File: src/rtl/pipe_pkg.sv
// Shared constants and the RF/EX pipeline register bundle.
package pipe_pkg;

    localparam logic [3:0] NOP_OPCODE = 4'b1111;
    localparam int unsigned MEM_RD_BIT = 0;
    localparam int unsigned MEM_WR_BIT = 1;
    localparam logic [2:0] PC_REG = 3'd7;

    localparam int unsigned WB_W  = 3;
    localparam int unsigned MEM_W = 2;
    localparam int unsigned EX_W  = 4;

    typedef struct packed {
        logic [15:0]      pc;
        logic [15:0]      pc_plus1;
        logic [WB_W-1:0]  wb;
        logic [MEM_W-1:0] memory;
        logic [EX_W-1:0]  ex;
        logic [3:0]       opcode;
        logic [2:0]       dest;
        logic [3:0]       src1;
        logic [3:0]       src2;
        logic [15:0]      rd1;
        logic [15:0]      rd2;
        logic [15:0]      imm16;
        logic             valid;
    } rfex_t;

    // Bubble: everything zero except the NOP opcode.
    function automatic rfex_t rfex_bubble();
        rfex_t b;
        b        = '0;
        b.opcode = NOP_OPCODE;
        return b;
    endfunction

endpackage

File: src/rtl/rf_stage_if.sv
// ID/RF -> RF stage -> RF/EX signal bundle, plus write-back and flush inputs.
interface rf_stage_if;
    import pipe_pkg::*;

    logic [15:0]      PC_in;
    logic [15:0]      PC_plus1_in;
    logic [WB_W-1:0]  WB_in;
    logic [MEM_W-1:0] Memory_in;
    logic [EX_W-1:0]  Ex_in;
    logic [3:0]       opcode_in;
    logic [3:0]       src1_in;
    logic [3:0]       src2_in;
    logic [2:0]       dest_in;
    logic [8:0]       imm9_in;
    logic [5:0]       imm6_in;
    logic             Valid_in;
    logic             imm_controller_in;
    logic             wb_we;
    logic [2:0]       wb_addr;
    logic [15:0]      wb_data;
    logic             flush;

    logic             stall_out;
    logic [15:0]      PC_out;
    logic [15:0]      PC_plus1_out;
    logic [WB_W-1:0]  WB_out;
    logic [MEM_W-1:0] Memory_out;
    logic [EX_W-1:0]  Ex_out;
    logic [3:0]       opcode_out;
    logic [2:0]       dest_out;
    logic [3:0]       src1_out;
    logic [3:0]       src2_out;
    logic [15:0]      rd1_out;
    logic [15:0]      rd2_out;
    logic [15:0]      imm16_out;
    logic             Valid_out;

    modport master (
        output PC_in, PC_plus1_in, WB_in, Memory_in, Ex_in, opcode_in, src1_in, src2_in,
               dest_in, imm9_in, imm6_in, Valid_in, imm_controller_in, wb_we, wb_addr,
               wb_data, flush,
        input  stall_out, PC_out, PC_plus1_out, WB_out, Memory_out, Ex_out, opcode_out,
               dest_out, src1_out, src2_out, rd1_out, rd2_out, imm16_out, Valid_out
    );

    modport slave (
        input  PC_in, PC_plus1_in, WB_in, Memory_in, Ex_in, opcode_in, src1_in, src2_in,
               dest_in, imm9_in, imm6_in, Valid_in, imm_controller_in, wb_we, wb_addr,
               wb_data, flush,
        output stall_out, PC_out, PC_plus1_out, WB_out, Memory_out, Ex_out, opcode_out,
               dest_out, src1_out, src2_out, rd1_out, rd2_out, imm16_out, Valid_out
    );

endinterface

File: src/rtl/reg_file_8x16.sv
// 8x16 architectural register file: r0-r6 stored, r7 reads as the current PC.
module reg_file_8x16
    import pipe_pkg::*;
(
    input  logic        clock,
    input  logic        reset,
    input  logic [2:0]  ra1,
    input  logic [2:0]  ra2,
    input  logic [15:0] pc,
    input  logic        we,
    input  logic [2:0]  wa,
    input  logic [15:0] wd,
    output logic [15:0] rd1,
    output logic [15:0] rd2
);

    logic [15:0] mem [PC_REG];
    logic        wr_en;

    assign wr_en = we && (wa != PC_REG);

    // Async read with same-cycle write bypass; r7 never touches the array.
    always_comb begin
        rd1 = '0;
        rd2 = '0;
        if (ra1 == PC_REG)               rd1 = pc;
        else if (wr_en && (wa == ra1))   rd1 = wd;
        else                             rd1 = mem[ra1];
        if (ra2 == PC_REG)               rd2 = pc;
        else if (wr_en && (wa == ra2))   rd2 = wd;
        else                             rd2 = mem[ra2];
    end

    // Synchronous clear, then write-back; r7 writes are dropped.
    always_ff @(posedge clock) begin
        if (!reset) begin
            for (int i = 0; i < int'(PC_REG); i++) begin
                mem[i] <= '0;
            end
        end else if (wr_en) begin
            mem[wa] <= wd;
        end
    end

endmodule

File: src/rtl/rf_stage.sv
// Register-read stage: operand fetch, immediate extension, load-use stall, RF/EX register.
module rf_stage
    import pipe_pkg::*;
(
    input  logic    clock,
    input  logic    reset,
    rf_stage_if.slave bus
);

    logic [15:0] rd1, rd2, imm16;
    logic        match1, match2, hz;
    rfex_t       rfex_q, rfex_d;

    reg_file_8x16 u_reg_file (
        .clock (clock),
        .reset (reset),
        .ra1   (bus.src1_in[2:0]),
        .ra2   (bus.src2_in[2:0]),
        .pc    (bus.PC_in),
        .we    (bus.wb_we),
        .wa    (bus.wb_addr),
        .wd    (bus.wb_data),
        .rd1   (rd1),
        .rd2   (rd2)
    );

    // Sign-extend the selected immediate field.
    always_comb begin
        imm16 = '0;
        if (bus.imm_controller_in) imm16 = {{7{bus.imm9_in[8]}}, bus.imm9_in};
        else                       imm16 = {{10{bus.imm6_in[5]}}, bus.imm6_in};
    end

    // Load-use hazard against the instruction currently held in RF/EX only.
    always_comb begin
        match1 = bus.src1_in[3] && (bus.src1_in[2:0] == rfex_q.dest);
        match2 = bus.src2_in[3] && (bus.src2_in[2:0] == rfex_q.dest);
        hz     = rfex_q.valid && rfex_q.memory[MEM_RD_BIT] && bus.Valid_in && (match1 || match2);
    end

    assign bus.stall_out = hz && !bus.flush;

    // Capture bundle; invalid instructions pass through with controls intact.
    always_comb begin
        rfex_d          = '0;
        rfex_d.pc       = bus.PC_in;
        rfex_d.pc_plus1 = bus.PC_plus1_in;
        rfex_d.wb       = bus.WB_in;
        rfex_d.memory   = bus.Memory_in;
        rfex_d.ex       = bus.Ex_in;
        rfex_d.opcode   = bus.opcode_in;
        rfex_d.dest     = bus.dest_in;
        rfex_d.src1     = bus.src1_in;
        rfex_d.src2     = bus.src2_in;
        rfex_d.rd1      = rd1;
        rfex_d.rd2      = rd2;
        rfex_d.imm16    = imm16;
        rfex_d.valid    = bus.Valid_in;
    end

    // RF/EX register: reset, then flush, then hazard bubble, else capture.
    always_ff @(posedge clock) begin
        if (!reset)               rfex_q <= rfex_bubble();
        else if (bus.flush || hz) rfex_q <= rfex_bubble();
        else                      rfex_q <= rfex_d;
    end

    assign bus.PC_out       = rfex_q.pc;
    assign bus.PC_plus1_out = rfex_q.pc_plus1;
    assign bus.WB_out       = rfex_q.wb;
    assign bus.Memory_out   = rfex_q.memory;
    assign bus.Ex_out       = rfex_q.ex;
    assign bus.opcode_out   = rfex_q.opcode;
    assign bus.dest_out     = rfex_q.dest;
    assign bus.src1_out     = rfex_q.src1;
    assign bus.src2_out     = rfex_q.src2;
    assign bus.rd1_out      = rfex_q.rd1;
    assign bus.rd2_out      = rfex_q.rd2;
    assign bus.imm16_out    = rfex_q.imm16;
    assign bus.Valid_out    = rfex_q.valid;

endmodule

File: src/flat_wrapper.sv
// flat-port wrapper written by rule: the top's interface ports become plain ports
module rf_stage_flat import pipe_pkg::*;
  (clock, reset, bus_PC_in, bus_PC_plus1_in, bus_WB_in, bus_Memory_in, bus_Ex_in, bus_opcode_in, bus_src1_in, bus_src2_in, bus_dest_in, bus_imm9_in, bus_imm6_in, bus_Valid_in, bus_imm_controller_in, bus_wb_we, bus_wb_addr, bus_wb_data, bus_flush, bus_stall_out, bus_PC_out, bus_PC_plus1_out, bus_WB_out, bus_Memory_out, bus_Ex_out, bus_opcode_out, bus_dest_out, bus_src1_out, bus_src2_out, bus_rd1_out, bus_rd2_out, bus_imm16_out, bus_Valid_out);
  rf_stage_if bus_i ();
  input  logic clock;
  input  logic reset;
  input wire logic [$bits(bus_i.PC_in)-1:0] bus_PC_in;
  input wire logic [$bits(bus_i.PC_plus1_in)-1:0] bus_PC_plus1_in;
  input wire logic [$bits(bus_i.WB_in)-1:0] bus_WB_in;
  input wire logic [$bits(bus_i.Memory_in)-1:0] bus_Memory_in;
  input wire logic [$bits(bus_i.Ex_in)-1:0] bus_Ex_in;
  input wire logic [$bits(bus_i.opcode_in)-1:0] bus_opcode_in;
  input wire logic [$bits(bus_i.src1_in)-1:0] bus_src1_in;
  input wire logic [$bits(bus_i.src2_in)-1:0] bus_src2_in;
  input wire logic [$bits(bus_i.dest_in)-1:0] bus_dest_in;
  input wire logic [$bits(bus_i.imm9_in)-1:0] bus_imm9_in;
  input wire logic [$bits(bus_i.imm6_in)-1:0] bus_imm6_in;
  input wire logic [$bits(bus_i.Valid_in)-1:0] bus_Valid_in;
  input wire logic [$bits(bus_i.imm_controller_in)-1:0] bus_imm_controller_in;
  input wire logic [$bits(bus_i.wb_we)-1:0] bus_wb_we;
  input wire logic [$bits(bus_i.wb_addr)-1:0] bus_wb_addr;
  input wire logic [$bits(bus_i.wb_data)-1:0] bus_wb_data;
  input wire logic [$bits(bus_i.flush)-1:0] bus_flush;
  output wire logic [$bits(bus_i.stall_out)-1:0] bus_stall_out;
  output wire logic [$bits(bus_i.PC_out)-1:0] bus_PC_out;
  output wire logic [$bits(bus_i.PC_plus1_out)-1:0] bus_PC_plus1_out;
  output wire logic [$bits(bus_i.WB_out)-1:0] bus_WB_out;
  output wire logic [$bits(bus_i.Memory_out)-1:0] bus_Memory_out;
  output wire logic [$bits(bus_i.Ex_out)-1:0] bus_Ex_out;
  output wire logic [$bits(bus_i.opcode_out)-1:0] bus_opcode_out;
  output wire logic [$bits(bus_i.dest_out)-1:0] bus_dest_out;
  output wire logic [$bits(bus_i.src1_out)-1:0] bus_src1_out;
  output wire logic [$bits(bus_i.src2_out)-1:0] bus_src2_out;
  output wire logic [$bits(bus_i.rd1_out)-1:0] bus_rd1_out;
  output wire logic [$bits(bus_i.rd2_out)-1:0] bus_rd2_out;
  output wire logic [$bits(bus_i.imm16_out)-1:0] bus_imm16_out;
  output wire logic [$bits(bus_i.Valid_out)-1:0] bus_Valid_out;
  assign bus_i.PC_in = bus_PC_in;
  assign bus_i.PC_plus1_in = bus_PC_plus1_in;
  assign bus_i.WB_in = bus_WB_in;
  assign bus_i.Memory_in = bus_Memory_in;
  assign bus_i.Ex_in = bus_Ex_in;
  assign bus_i.opcode_in = bus_opcode_in;
  assign bus_i.src1_in = bus_src1_in;
  assign bus_i.src2_in = bus_src2_in;
  assign bus_i.dest_in = bus_dest_in;
  assign bus_i.imm9_in = bus_imm9_in;
  assign bus_i.imm6_in = bus_imm6_in;
  assign bus_i.Valid_in = bus_Valid_in;
  assign bus_i.imm_controller_in = bus_imm_controller_in;
  assign bus_i.wb_we = bus_wb_we;
  assign bus_i.wb_addr = bus_wb_addr;
  assign bus_i.wb_data = bus_wb_data;
  assign bus_i.flush = bus_flush;
  assign bus_stall_out = bus_i.stall_out;
  assign bus_PC_out = bus_i.PC_out;
  assign bus_PC_plus1_out = bus_i.PC_plus1_out;
  assign bus_WB_out = bus_i.WB_out;
  assign bus_Memory_out = bus_i.Memory_out;
  assign bus_Ex_out = bus_i.Ex_out;
  assign bus_opcode_out = bus_i.opcode_out;
  assign bus_dest_out = bus_i.dest_out;
  assign bus_src1_out = bus_i.src1_out;
  assign bus_src2_out = bus_i.src2_out;
  assign bus_rd1_out = bus_i.rd1_out;
  assign bus_rd2_out = bus_i.rd2_out;
  assign bus_imm16_out = bus_i.imm16_out;
  assign bus_Valid_out = bus_i.Valid_out;
  rf_stage u_core (.clock(clock), .reset(reset), .bus(bus_i));
endmodule
File: config.mk
export PLATFORM = sky130hd
export DESIGN_NAME = rf_stage_flat
export DESIGN_NICKNAME = d
export VERILOG_FILES = /design/src/rtl/pipe_pkg.sv /design/src/rtl/rf_stage_if.sv /design/src/rtl/reg_file_8x16.sv /design/src/rtl/rf_stage.sv /design/src/flat_wrapper.sv
export SDC_FILE = /design/constraint.sdc
export NUM_CORES = 1
export LEC_CHECK = 0
export ABC_CLOCK_PERIOD_IN_PS = 6900
export CORE_MARGIN = 4
export CORE_UTILIZATION = 40
export CTS_CLUSTER_SIZE = 24
export DETAILED_ROUTE_END_ITERATION = 8
export PLACE_DENSITY = 0.7
export SLEW_MARGIN = 20
export SYNTH_ARGS = -nofsm -noshare
export SYNTH_HDL_FRONTEND = slang
export SYNTH_SLANG_ARGS = --single-unit
File: constraint.sdc
create_clock -name clock -period 6.9 [get_ports clock]
set_input_delay 1.725 -clock clock [delete_from_list [all_inputs] [get_ports clock]]
set_output_delay 1.725 -clock clock [all_outputs]
set_load 0.03 [all_outputs]
## Word-level counts from Yosys, hierarchy flattened

Memory sizes are Yosys's and may differ from the RTL's.
Cells that the tools add are included.

- Equality and inequality tests: 7
- Muxes and demuxes: 12
- Bitwise logic cells: 1
- Reductions and logical operators: 14

Operators with widths:

| cell | number |
|---|---|
| $mux W16 | 6 |
| $reduce_or A16 Y1 | 1 |
| $eq A3 B3 Y1 | 4 |
| $logic_and A1 B1 Y1 | 9 |
| $eq A3 B3 Y1 const B | 2 |
| $mux W1 | 5 |
| $mux W3 | 1 |
| $ne A3 B3 Y1 const B | 1 |
| $logic_or A1 B1 Y1 | 2 |
| $reduce_or A2 Y1 | 1 |
| $logic_not A1 Y1 | 1 |
| $not A1 Y1 | 1 |

- Register bits: 105
- Bits in writable memories: 112
- Input port bits: 96
- Logic and storage cells: 48
- Memories kept: 1

Memory list:

| memory | depth | width | rd ports | clocked after memory_dff | wr ports | line | text |
|---|---|---|---|---|---|---|---|
| u_core.u_reg_file.mem | 7 | 16 | 2 | 0 | 7 | reg_file_8x16.sv:17 | `logic [15:0] mem [PC_REG];` |

## Longest topological paths before layout

- Word-level depth: 7
- Mapped depth: 7
- Gate-level depth less buffers: 4

## Modules after synthesis

Synthesis repeated with hierarchy kept, for this count alone.

- Cell total of the unflattened synthesis: 862
- Area total of the unflattened synthesis: 10174.8 um^2

Modules (own cells, without submodules):

| module | instances | cells an instance | area each (um^2) | sequential area each (um^2) |
|---|---|---|---|---|
| reg_file_8x16 | 1 | 530 | 7165.6 | 3683.5 |
| rf_stage | 1 | 332 | 3009.1 | 1961.9 |

## Worst setup path after synthesis

Ideal clock, no wire load.

- Kind: in2out
- Start point: in bus_src2_in[2]
- End point: out bus_stall_out
- Arrival time: 3.275 ns
- Data required time: 5.175 ns
- Setup slack: 1.900 ns
- Cell stages on the path: 6
- Cells stage by stage: clkbuf_1 > xnor2_1 > nand4_1 > a21oi_2 > clkbuf_1 > nor2b_1

- Cells in the longest elaborated chain, start to end: 5

Ends and longest elaborated chain:

| what | line | text |
|---|---|---|
| from (decl) | flat_wrapper.sv:14 | `input wire logic [$bits(bus_i.src2_in)-1:0] bus_src2_in;` |
| $eq A3 B3 Y1 | rf_stage.sv:37 | `match2 = bus.src2_in[3] && (bus.src2_in[2:0] == rfex_q.dest);` |
| $logic_and A1 B1 Y1 | rf_stage.sv:37 |  |
| $logic_or A1 B1 Y1 | rf_stage.sv:38 | `hz = rfex_q.valid && rfex_q.memory[MEM_RD_BIT] && bus.Valid_in && (match1 \|\| match2);` |
| $logic_and A1 B1 Y1 | rf_stage.sv:38 |  |
| $logic_and A1 B1 Y1 | rf_stage.sv:41 | `assign bus.stall_out = hz && !bus.flush;` |
| to (decl) | flat_wrapper.sv:24 | `output wire logic [$bits(bus_i.stall_out)-1:0] bus_stall_out;` |

No other way between the ends.

## Final worst setup path

- Start point: in bus_src2_in[1]
- End point: out bus_stall_out

The elaborated chain is that of the path after synthesis.

==> summary.md <==
| Metric | Value |
|---|---|
| Crit-path cells | `clkdlybuf4s50_1 -> xnor2_1 -> nand4_1 -> a21oi_4 -> nor2b_1 -> buf_4` |
| Worst endpoint required time | `5180 ps` |
| IO Count | `202` |
| HPWL Detailed | `21.7 mm` |
| CP Class | `in2out` |
| Vias | `8262` |
| Hold Vio Cnt, Final | `0` |
| Fillers | `2243` |
| DIE WIDTH | `172 um` |
| H-tree depth | `1` |
| Cells after DPL | `1392` |
| Final antenna-violating net count | `0` |
| RSZ-0062 raised after global routing | `no` |
| Die area | `29400 um^2` |
| I/O Buffers | `201` |
| Post-Route WL | `33.3 mm` |
| Setup TNS | `0 ps` |
| DP Worst Slack | `1370 ps` |
| Post-synth top flop | `dfxtp_1` |
| Count leader, synth | `dfxtp_1` |
| FF+latch count, synth | `226` |
| Netlist cell types | `52` |
| Mapped Area | `10700 um^2` |
| Worst Hold Path Cells | `2` |
| Post_cts resized | `0` |
| Clock Tree Buf Depth | `3` |
| Share of cells above drive strength 1 | `14.2%` |
| Max transition margin | `25.6%` |
| Hold_buf cts | `0` |
| # setup viols final | `0` |
| CTS root buf | `clkbuf_16` |
| Routability cong. | `0.848` |
| Synth top area cells | `edfxtp_1 (31%), dfxtp_1 (21%), mux2i_1 (7.6%), mux4_2 (7.2%), nor3b_1 (3.8%)` |
| DP Area | `12900 um^2` |
| Slowest CP cell | `clkdlybuf4s50_1` |
| Via/cell ratio | `5.77` |
| Period utilisation layout | `80.4%` |
| Area leader, netlist | `edfxtp_1` |
| Total track usage | `21.7%` |
| Register area share after synthesis | `52.8%` |
| Clk pin slew, worst setup/hold paths | `60 ps` |
| Design area | `13700 um^2` |
| Hold slack final | `543 ps` |
| Clock latency on the worst-skew pair | `500 ps` |
| Seq. cell area | `5650 um^2` |
| Largest net degree at the start of global routing | `91` |
| Run status | `completed` |
| Max-cap violation count | `0` |
| Global-route wire length before repair | `48.8 mm` |
| CTS buffer count | `23` |
| CP endpoint kind | `primary output` |
| Pleak | `0.00482 uW` |
| Worst R2R Start | `u_core.bus.dest_out[2]$_SDFF_PP0_` |
| CTS Sinks | `226` |
| Worst-path maximum fanout | `13` |
| Slew Limit Fails | `0` |
| Vias in the first global route | `8205` |
| CTS tree | `built` |
| Max incr delay on CP | `880 ps` |
| Initial antenna violation count | `0` |
| Gate Count Post-Synth | `905` |
| Crit start category | `input port` |
| Max Fclk | `0.180 GHz` |
| Worst VDD drop | `162 uV` |
| Antenna diodes | `0` |
| Worst hold endpoint | `u_core.u_reg_file.mem[6][12]$_SDFFE_PN0P_` |
| GRT overflow | `0` |
| Critical Path AT | `3820 ps` |
| Final worst setup slack | `1360 ps` |
| Cell Count, Final, Fillers Out | `1433` |
| Post-Route Skew | `8.68 ps` |
| Synth Area per Inst | `11.8 um^2` |
| Chip height | `172 um` |
| Post-synth top cells | `dfxtp_1 (114), edfxtp_1 (112), nor2_1 (83), mux2i_1 (81), nor3b_1 (54)` |
| Starting DRC count in detailed routing | `962` |
| Core box area | `26200 um^2` |
| Min-delay worst type | `reg2reg` |
| WL/cell | `23.2 um` |
| Fin nets | `1178` |
| Area delta synth->final | `28.0%` |
| Min-Delay Startpoint | `u_core.u_reg_file.mem[6][12]$_SDFFE_PN0P_` |
| Multi-input gate area | `4580 um^2` |
| Yosys top cell area share | `31.5%` |
| Asr flop ratio synth | `0%` |
| Ys Warns | `0` |
| R2R Path End | `u_core.bus.rd1_out[0]$_SDFF_PP0_` |
| Worst-Margin Slew | `1120 ps` |
| Fin crit period | `5540 ps` |
| Post-synth EDFFs | `112` |
| Power per cell area | `238 nW/um^2` |
| First-pass DRT Iterations | `7` |
| DRC | `0` |
| R2R depth | `5` |
| R2R setup slack | `4390 ps` |
| Initial Util | `40.8%` |
| Post-CTS setup buffer count | `0` |
| Rows | `59` |
power breakdown:
part	internal (uW)	switching (uW)	total (uW)
Sequential	1480	33.7	1520
Clock	729	498	1230
Combinational	226	291	517
critical path, delay by kind of cell:
kind	cells	cell delay, ps
AND/OR/NAND/NOR	2	380
buffers and inverters	2	1060
AO/OA/AOI/OAI	1	450
XOR/XNOR	1	190
worst max path at each step:
| stage | end | slack (ps) | startpoint | depth (start not counted) |
|---|---|---|---|---|
| 2_1_floorplan | bus_stall_out | 1900 | bus_src2_in[2] | 6 |
| 3_3_place_gp | bus_stall_out | 1400 | bus_src2_in[1] | 6 |
| 3_5_place_dp | bus_stall_out | 1370 | bus_src2_in[1] | 6 |
| 4_1_cts | bus_stall_out | 1370 | bus_src2_in[1] | 6 |
| 5_1_grt | bus_stall_out | 1260 | bus_src2_in[1] | 6 |
| 6_report | bus_stall_out | 1360 | bus_src2_in[1] | 6 |
layout by cell type, fill, tap and decap left out, types with 16 or more instances in the layout:
master	n
nand3_1	20
mux2i_1	81
o21ai_0	16
o21a_1	16
and2_1	19
inv_1	23
conb_1	16
clkbuf_16	25
nor3_1	25
nand4_1	18
nor3b_1	54
mux4_2	34
nand2_1	23
clkdlybuf4s50_1	197
a22oi_1	30
mux2_2	16
edfxtp_1	112
nor2_1	82
nor2b_1	19
buf_4	24
a21oi_1	19
dfxtp_1	114
routing by layer:
metal,up-vias,routed length (um),global-route usage [%]
met5,-,0,0
met2,509,16200,37.4
li1,3685,-,-
met4,0,1090,7.89
met1,3985,12700,27.0
met3,83,3380,4.57
cell type report:
cell class,count,area share (%)
inverter,34,0.933
multi-input combinational,574,33.4
sequential,226,41.3
clock inverter,7,0.475
timing repair buffer,223,15.8
clock buffer,34,5.04
tap,335,3.06
registers in the layout, summed over array words and instances (netlist names):
| signal | cells |
|---|---|
| u_core.bus.Memory_out | 2 |
| u_core.bus.src2_out | 4 |
| u_core.bus.PC_out | 16 |
| u_core.bus.PC_plus1_out | 16 |
| u_core.bus.Valid_out | 1 |
| u_core.bus.imm16_out | 9 |
| u_core.bus.WB_out | 3 |
| u_core.bus.Ex_out | 4 |
| u_core.bus.rd1_out | 16 |
| u_core.bus.dest_out | 3 |
| u_core.u_reg_file.mem | 128 |
| u_core.bus.src1_out | 4 |
| u_core.bus.opcode_out | 4 |
| u_core.bus.rd2_out | 16 |
cells by family after synthesis:
family | after synthesis | share of synthesized area [%]
and+or+nand+nor | 279 | 14.1
DFF | 226 | 52.8
AOI/OAI and AO/OA | 137 | 10.3
muxes | 131 | 16.4
buffers and inverters | 120 | 5.30
xor gates and xnor gates | 11 | 1.11
other | 1 | 0.0351
per-stage QoR:
| step | utilization (%) | total power [uW] |
|---|---|---|
| 2_1_floorplan | - | 1840 |
| 3_3_place_gp | 49.3 | 2050 |
| 3_5_place_dp | 49.3 | 2050 |
| 4_1_cts | 52.2 | 3280 |
| 5_1_grt | 52.2 | 3370 |
| 6_report | 52.2 | 3260 |
Power figures use the tool's default switching activity.
